--- config.mk ---
export PLATFORM = sky130hd
export DESIGN_NAME = spi_cfg_tx
export DESIGN_NICKNAME = d
export VERILOG_FILES = /design/src/rtl/spi_cfg_tx.sv
export SDC_FILE = /design/constraint.sdc
export NUM_CORES = 1
export LEC_CHECK = 0
export CORE_MARGIN = 1.5
export CORE_UTILIZATION = 45
export CTS_CLUSTER_DIAMETER = 80
export CTS_CLUSTER_SIZE = 20
export DETAILED_ROUTE_END_ITERATION = 6
export PLACE_DENSITY = 0.82
export SLEW_MARGIN = 5
export SYNTH_ARGS = -nofsm -noshare
export SYNTH_HDL_FRONTEND = slang
export SYNTH_SLANG_ARGS = --single-unit
--- constraint.sdc ---
create_clock -name clk -period 4.55 [get_ports clk]
set_clock_uncertainty 0.2 [all_clocks]
set_input_delay 0.91 -clock clk [delete_from_list [all_inputs] [get_ports clk]]
set_output_delay 0.91 -clock clk [all_outputs]
set_load 0.01 [all_outputs]
--- src/rtl/spi_cfg_tx.sv ---
// Serialises one 60-bit configuration word MSB first under an active-low nss
// frame of exactly 60 clk cycles, followed by a fixed nss-high gap.
module spi_cfg_tx #(
  parameter int GAP_CYCLES = 4
) (
  input  logic        clk,
  input  logic        rstn,
  input  logic        in_valid,
  output logic        in_ready,
  input  logic [7:0]  adsr_ai,
  input  logic [7:0]  adsr_di,
  input  logic [7:0]  adsr_s,
  input  logic [7:0]  adsr_ri,
  input  logic [11:0] osc_count,
  input  logic [7:0]  filter_a,
  input  logic [7:0]  filter_b,
  output logic        nss,
  output logic        mosi,
  output logic        busy,
  output logic        done
);

  typedef enum logic [1:0] {IDLE, SHIFT, GAP} state_t;

  localparam logic [7:0] GAP_LOAD = 8'(GAP_CYCLES - 1);

  state_t      state, state_d;
  logic [59:0] word, word_d;
  logic [59:0] in_word;
  logic [5:0]  bit_cnt, bit_cnt_d;
  logic [7:0]  gap_cnt, gap_cnt_d;
  logic        nss_d, mosi_d, done_d, ready_d, busy_d;

  assign in_word = {filter_b, filter_a, osc_count, adsr_ri, adsr_s, adsr_di, adsr_ai};

  // Outputs are computed one edge ahead so the receiver, sampling on the same
  // edge, sees word[59] on the first edge after accept.
  always_comb begin
    state_d   = state;
    word_d    = word;
    bit_cnt_d = bit_cnt;
    gap_cnt_d = gap_cnt;
    nss_d     = 1'b1;
    mosi_d    = 1'b0;
    done_d    = 1'b0;
    case (state)
      IDLE: begin
        if (in_valid && in_ready) begin
          state_d   = SHIFT;
          word_d    = in_word;
          bit_cnt_d = 6'd59;
          nss_d     = 1'b0;
          mosi_d    = in_word[59];
        end
      end
      SHIFT: begin
        if (bit_cnt == 6'd0) begin
          state_d   = GAP;
          gap_cnt_d = GAP_LOAD;
          done_d    = 1'b1;
        end else begin
          bit_cnt_d = bit_cnt - 6'd1;
          nss_d     = 1'b0;
          mosi_d    = word[bit_cnt_d];
        end
      end
      GAP: begin
        if (gap_cnt == 8'd0) state_d = IDLE;
        else                 gap_cnt_d = gap_cnt - 8'd1;
      end
      default: state_d = IDLE;
    endcase
    ready_d = (state_d == IDLE);
    busy_d  = (state_d != IDLE);
  end

  always_ff @(posedge clk) begin
    if (!rstn) begin
      state    <= IDLE;
      word     <= '0;
      bit_cnt  <= '0;
      gap_cnt  <= '0;
      nss      <= 1'b1;
      mosi     <= 1'b0;
      in_ready <= 1'b0;
      busy     <= 1'b0;
      done     <= 1'b0;
    end else begin
      state    <= state_d;
      word     <= word_d;
      bit_cnt  <= bit_cnt_d;
      gap_cnt  <= gap_cnt_d;
      nss      <= nss_d;
      mosi     <= mosi_d;
      in_ready <= ready_d;
      busy     <= busy_d;
      done     <= done_d;
    end
  end

endmodule

==> results of run 1 <==
==> power groups by stage <==
stage	sequential [mW]	combinational, mW	clock, mW
2_1_floorplan	0.928	0.820	0
3_3_place_gp	0.964	0.967	0
3_5_place_dp	0.976	1.00	0
4_1_cts	0.961	1.01	0.600
5_1_grt	0.982	1.12	0.631
6_report	0.963	1.01	0.593
==> worst max-delay path by stage <==
stage | end | slack (ns) | cells past startpoint
after floorplan | mosi | 1.52 | 9
final | mosi | 0.92 | 7
after CTS | mosi | 0.92 | 7
after global routing | mosi | 0.73 | 7
after detailed placement | mosi | 0.96 | 7
after global placement | mosi | 1.07 | 7
==> logic make-up (layout without fill, tap and decap cells) <==
kind of cell | after synthesis | in the layout | share of synthesized area
and+or+nand+nor | 165 | 165 | 0.190
xor gates and xnor gates | 6 | 6 | 0.0163
DFF | 81 | 81 | 0.440
adders and majority gates | 8 | 8 | 0.0272
AOI/OAI and AO/OA | 97 | 97 | 0.152
buffers and inverters | 36 | 95 | 0.0448
muxes | 22 | 22 | 0.129
==> flip-flops by register name, summed over array words and instances (netlist names) <==
signal / flops
in_ready: 1
done: 1
word: 60
gap_cnt: 8
bit_cnt: 6
mosi: 1
state: 2
nss: 1
busy: 1
==> layout make-up <==
type	instances	share of cell area
clock buffer	10	0.0299
tap	102	0.0277
inverter	11	0.00897
sequential	81	0.352
clock inverter	6	0.0193
multi-input combinational	298	0.414
timing repair buffer	68	0.147
==> worst max-delay path, cell delays in order, from the launching register on <==
cell      delay, ns
dfxtp_1        0.76
inv_1          0.26
ha_1           0.33
xor2_2         0.49
mux4_1         0.62
mux4_2         0.49
a211oi_2       0.25
o41ai_2        0.08
==> metrics by stage <==
| stage | instances | utilization |
|---|---|---|
| 2_1_floorplan | 415 | - |
| 3_3_place_gp | 560 | 0.557 |
| 3_5_place_dp | 560 | 0.557 |
| 4_1_cts | 576 | 0.586 |
| 5_1_grt | 576 | 0.586 |
| 6_report | 576 | 0.586 |
==> Yosys cell counts (all sizes together) (2+ instances only) <==
cell type	count	area [um2]
and3	2	12.5
mux4	16	417
ha	8	100
or3	3	23.8
nor2	10	37.5
dfxtp	81	1620
clkbuf	22	104
nand2	125	469
nand3	3	15.0
nor4	2	12.5
mux2i	6	60.1
xor2	4	42.6
a21oi	72	360
nand4	2	12.5
or4	5	37.5
nor3	6	30.0
o21ai	7	46.3
inv	10	37.5
xnor2	2	17.5
a211oi	5	42.5
o31ai	5	37.5
o41ai	2	25.0
buf	3	20.0
==> metal layers <==
layer,part of all wire,vias to the layer above,track usage
met5,0,-,0
met4,0.012,0,0.0606
met3,0.048,9,0.0472
met2,0.52,70,0.345
met1,0.42,1479,0.246
li1,-,1557,-
==> metrics.txt, run 1 <==
CP Launch Point=bit_cnt[0]; worst setup margin=0.919 ns; Core ar.=between 7000 and 8000 um2; Power Total=2.57 mW; detailed-route via count=a little over 3k; register area=around 1600 um2; fin. max-slew vios=0; worst-margin pin slew=1.14 ns; final period utilization=0.798; Post-CTS Setup Bufs=0; switching part of the total power=0.367; worst vdd ir=approximately 0.25 mV; max_cap viols=0; fin area=4600 um2; pin count of the biggest net entering global routing=a little over 70; P_int=about 1.6 mW; flops & latches, synth=approximately 80; min Tclk post-route=approximately 3.6 ns; outcome=finished clean; Distinct cells, synth=47; share of flip-flops with an asynchronous set or reset=0; Area after DPL=4370 um2; # rows=32; DP Wirelength=about 5700 um; initial antenna violation count=0; # IOs=between 60 and 70; Post-synth EDFFs=0; Post-route DRC=0; area of the multi-input gates=1910 um2; full die area=8740 um2; reg2reg setup slack=slightly above 0.9 ns; CTS buffer count=9; gr usage total=0.200; cts hold-fix bufs=0; Reg-to-Reg Start=bit_cnt[0]; routability cong.=0.893; first-pass GRT wire length=roughly 14000 um; Ant. Diodes=0; Max Buffers Root-to-Sink=2; Comb pwr share=0.394; R2R Path End=mosi; cells after synthesis=around 420; Critical Path AT=~3.6 ns; Port Buffers=67; 1st-iter DRT viols=around 240; WS Path Type=register to register; Initial Util=0.470; CP Launch Type=register; Synth Cell Area=between 3000 and 4000 um2; post-CTS sizing=0; Main synth FF type=dfxtp_1; Min-Delay Path Class=register to register; Die Width=a little over 90 um; Post-Syn Nets=~490; Area growth syn-to-layout=24.8%; Leakage=1.69 nW; worst-skew pair later-pin latency=roughly 0.36 ns; CTS tree=yes; WL final=8250 um; antenna-violating nets left=0; RSZ-0062 raised after global routing=no; drt first pass iters=5; worst hold slack=about 0.26 ns; Avg Vias per Cell=~5.4; vias in the first global route=about 3.0k; most common cell after layout, fill and taps aside=nand2_1; most frequent cells in the layout=nand2_1, dfxtp_1, a21oi_1; fmax=between 0.2 and 0.3 GHz; H-tree level count=3; # clock sinks=approximately 80; Setup crit end kind=register; worst slack at placement=approximately 0.96 ns; NetSw=approximately 940 uW; Routed WL per cell=14.3 um; Avg Inst Size Synth=8.88 um2; synthesis warning total=0; Setup violations, final=0; Clk pwr share=0.231; CTS clock-pin slew for the worst setup and hold paths=about 0.080 ns; gr ovfl total=0; hold worst-path end=word[18]; pwr dens=around 560 nW/um2; fin nets=540; die height=roughly 94 um; Root Driver=clkbuf_8; ratio of cells with drive above 1 in the final layout=0.0612; Filler Cells Inserted=approximately 710; reg2reg path depth=7; worst-path fanout max=14; Worst slew margin=0.237; register area share after synthesis=0.440; Hold Path Stages=2; final setup TNS=0 ns; hold path start=word[18]; final hold vios=0; sequential cell fraction of total power=0.375; Worst EP required=roughly 4.6 ns
(Power assumes the default switching activity.)
==> inputs of run 2 (changes only) <==
Clock period 4.55 ns to 3.4 ns, I/O delays scaled along.
==> run 2 against run 1 <==
Against the previous run:
- via count rose by 1.8%
- sequential power grew 31%
- total power increased by 36%
- largest power group unchanged
- sequential share of layout area fell by 0.56 points
- highest routed layer unchanged
- critical path depth stayed put
- die area stayed put
- non-clock buffer count is 6 higher
- clock-buffer cell count grew 2
- first-iteration DRC count decreased by 33%
- routed wire length is 2.9% higher
- setup slack worse by 0.36 ns
==> metrics.txt, run 2 (same netlist as run 1, synthesis figures left out) <==
fin cells=roughly 580; placed insts=about 570; full die area=~8700 um2; Core ar.=around 8000 um2; worst-skew pair later-pin latency=roughly 0.35 ns; Power Total=~3.5 mW; worst-margin pin slew=between 0.7 and 0.8 ns; min Tclk post-route=between 2 and 3 ns; fin nets=about 550; initial antenna violation count=0; hold path start=word[12]; Worst slew margin=0.489; outcome=finished clean; Root Driver=clkbuf_8; CTS buffer count=9; Ant. Diodes=0; CTS tree=yes; RSZ-0062 raised after global routing=no; Top reg by flops=word; max_cap viols=0; drt first pass iters=4; Critical Path AT=between 2 and 3 ns; fin. max-slew vios=0; Die Width=between 90 and 100 um; post-CTS sizing=0; routability cong.=slightly below 0.9; WL final=8480 um; most common cell after layout, fill and taps aside=nand2_1; Leakage=1.73 nW; Area growth syn-to-layout=26.8%; Min-Delay Path Class=register to register; antenna-violating nets left=0; switching part of the total power=0.364; Avg Vias per Cell=5.45; Final Util=0.596; H-tree level count=3; vias in the first global route=3133; pwr dens=748 nW/um2; gr ovfl total=0; # IOs=between 60 and 70; pin count of the biggest net entering global routing=45; ratio of cells with drive above 1 in the final layout=0.0708; final hold vios=0; 1st-iter DRT viols=157; Initial Util=0.470; Port Buffers=67; sequential cell fraction of total power=0.359; NetSw=approximately 1.3 mW; die height=around 94 um; Clk pwr share=0.228; Setup crit end kind=register; Filler Cells Inserted=691; CP Launch Type=register; cts hold-fix bufs=0; detailed-route via count=3170; first-pass GRT wire length=roughly 14000 um; # rows=32; worst vdd ir=about 0.32 mV; Max Buffers Root-to-Sink=2; most frequent cells in the layout=nand2_1, dfxtp_1, a21oi_1; largest registers=word: 60 flops, gap_cnt: 8 flops, bit_cnt: 6 flops; final period utilization=0.837; Worst EP required=around 3.4 ns; max FFs per register=60; fmax=between 0.3 and 0.4 GHz; gr usage total=0.201; Routed WL per cell=~15 um; DP Wirelength=about 6000 um; Post-CTS Setup Bufs=0; final setup TNS=0 ns; routed wl met3=between 400 and 500 um; Setup violations, final=0; Post-route DRC=0; met1 WL=between 3000 and 4000 um; CTS clock-pin slew for the worst setup and hold paths=around 0.080 ns; Area after DPL=approximately 4400 um2; P_int=2.23 mW; fin area=~4700 um2; Reg-to-Reg Start=bit_cnt[0]; WL met2=around 4400 um; max layer used=met4; worst-path fanout max=5; Comb pwr share=0.413; # clock sinks=between 80 and 90; CP Launch Point=bit_cnt[0]; WS Path Type=register to register
run 2: power groups by stage:
stage	registers (mW)	logic (mW)	clock network, mW
CTS	1.25	1.44	0.803
global route	1.28	1.58	0.845
global placement	1.26	1.37	0
floorplan	1.24	1.10	0
detailed placement	1.27	1.43	0
finish	1.26	1.44	0.799
run 2: stage by stage:
step | worst slack, ns | hold WS, ns
floorplan | 0.367 | 0.232
global placement | 0.645 | 0.237
detailed placement | 0.587 | 0.245
CTS | 0.563 | 0.256
global route | 0.419 | 0.278
finish | 0.555 | 0.254
run 2: routing by layer:
layer	vias up	global-route usage
met3	14	0.0415
met1	1491	0.233
met2	95	0.356
met4	0	0.0884
met5	-	0
li1	1570	-
run 2: final cells by class:
class / count / area, um2 / share of cell area
multi-input combinational: 298 / 1910 / 0.408
sequential: 81 / 1620 / 0.347
timing repair buffer: 74 / 748 / 0.160
clock buffer: 12 / 155 / 0.0332
tap: 102 / 128 / 0.0273
clock inverter: 4 / 75.1 / 0.0161
inverter: 11 / 41.3 / 0.00883
run 2: path summary, 6_finish.rpt:
| check | slack, ns | endpoint | cells after the start |
|---|---|---|---|
| max | 0.56 | mosi | 7 |
| min | 0.25 | word[12] | 2 |
| min reg2reg | 0.25 | word[12] | 2 |
| max reg2reg | 0.56 | mosi | 7 |
run 2: critical path: stages, from the launching register on:
cell and delay [ns]:
dfxtp_1 0.32, inv_1 0.16, ha_1 0.30, xor2_2 0.32
mux4_1 0.58, mux4_2 0.49, a211oi_2 0.26, o41ai_2 0.08
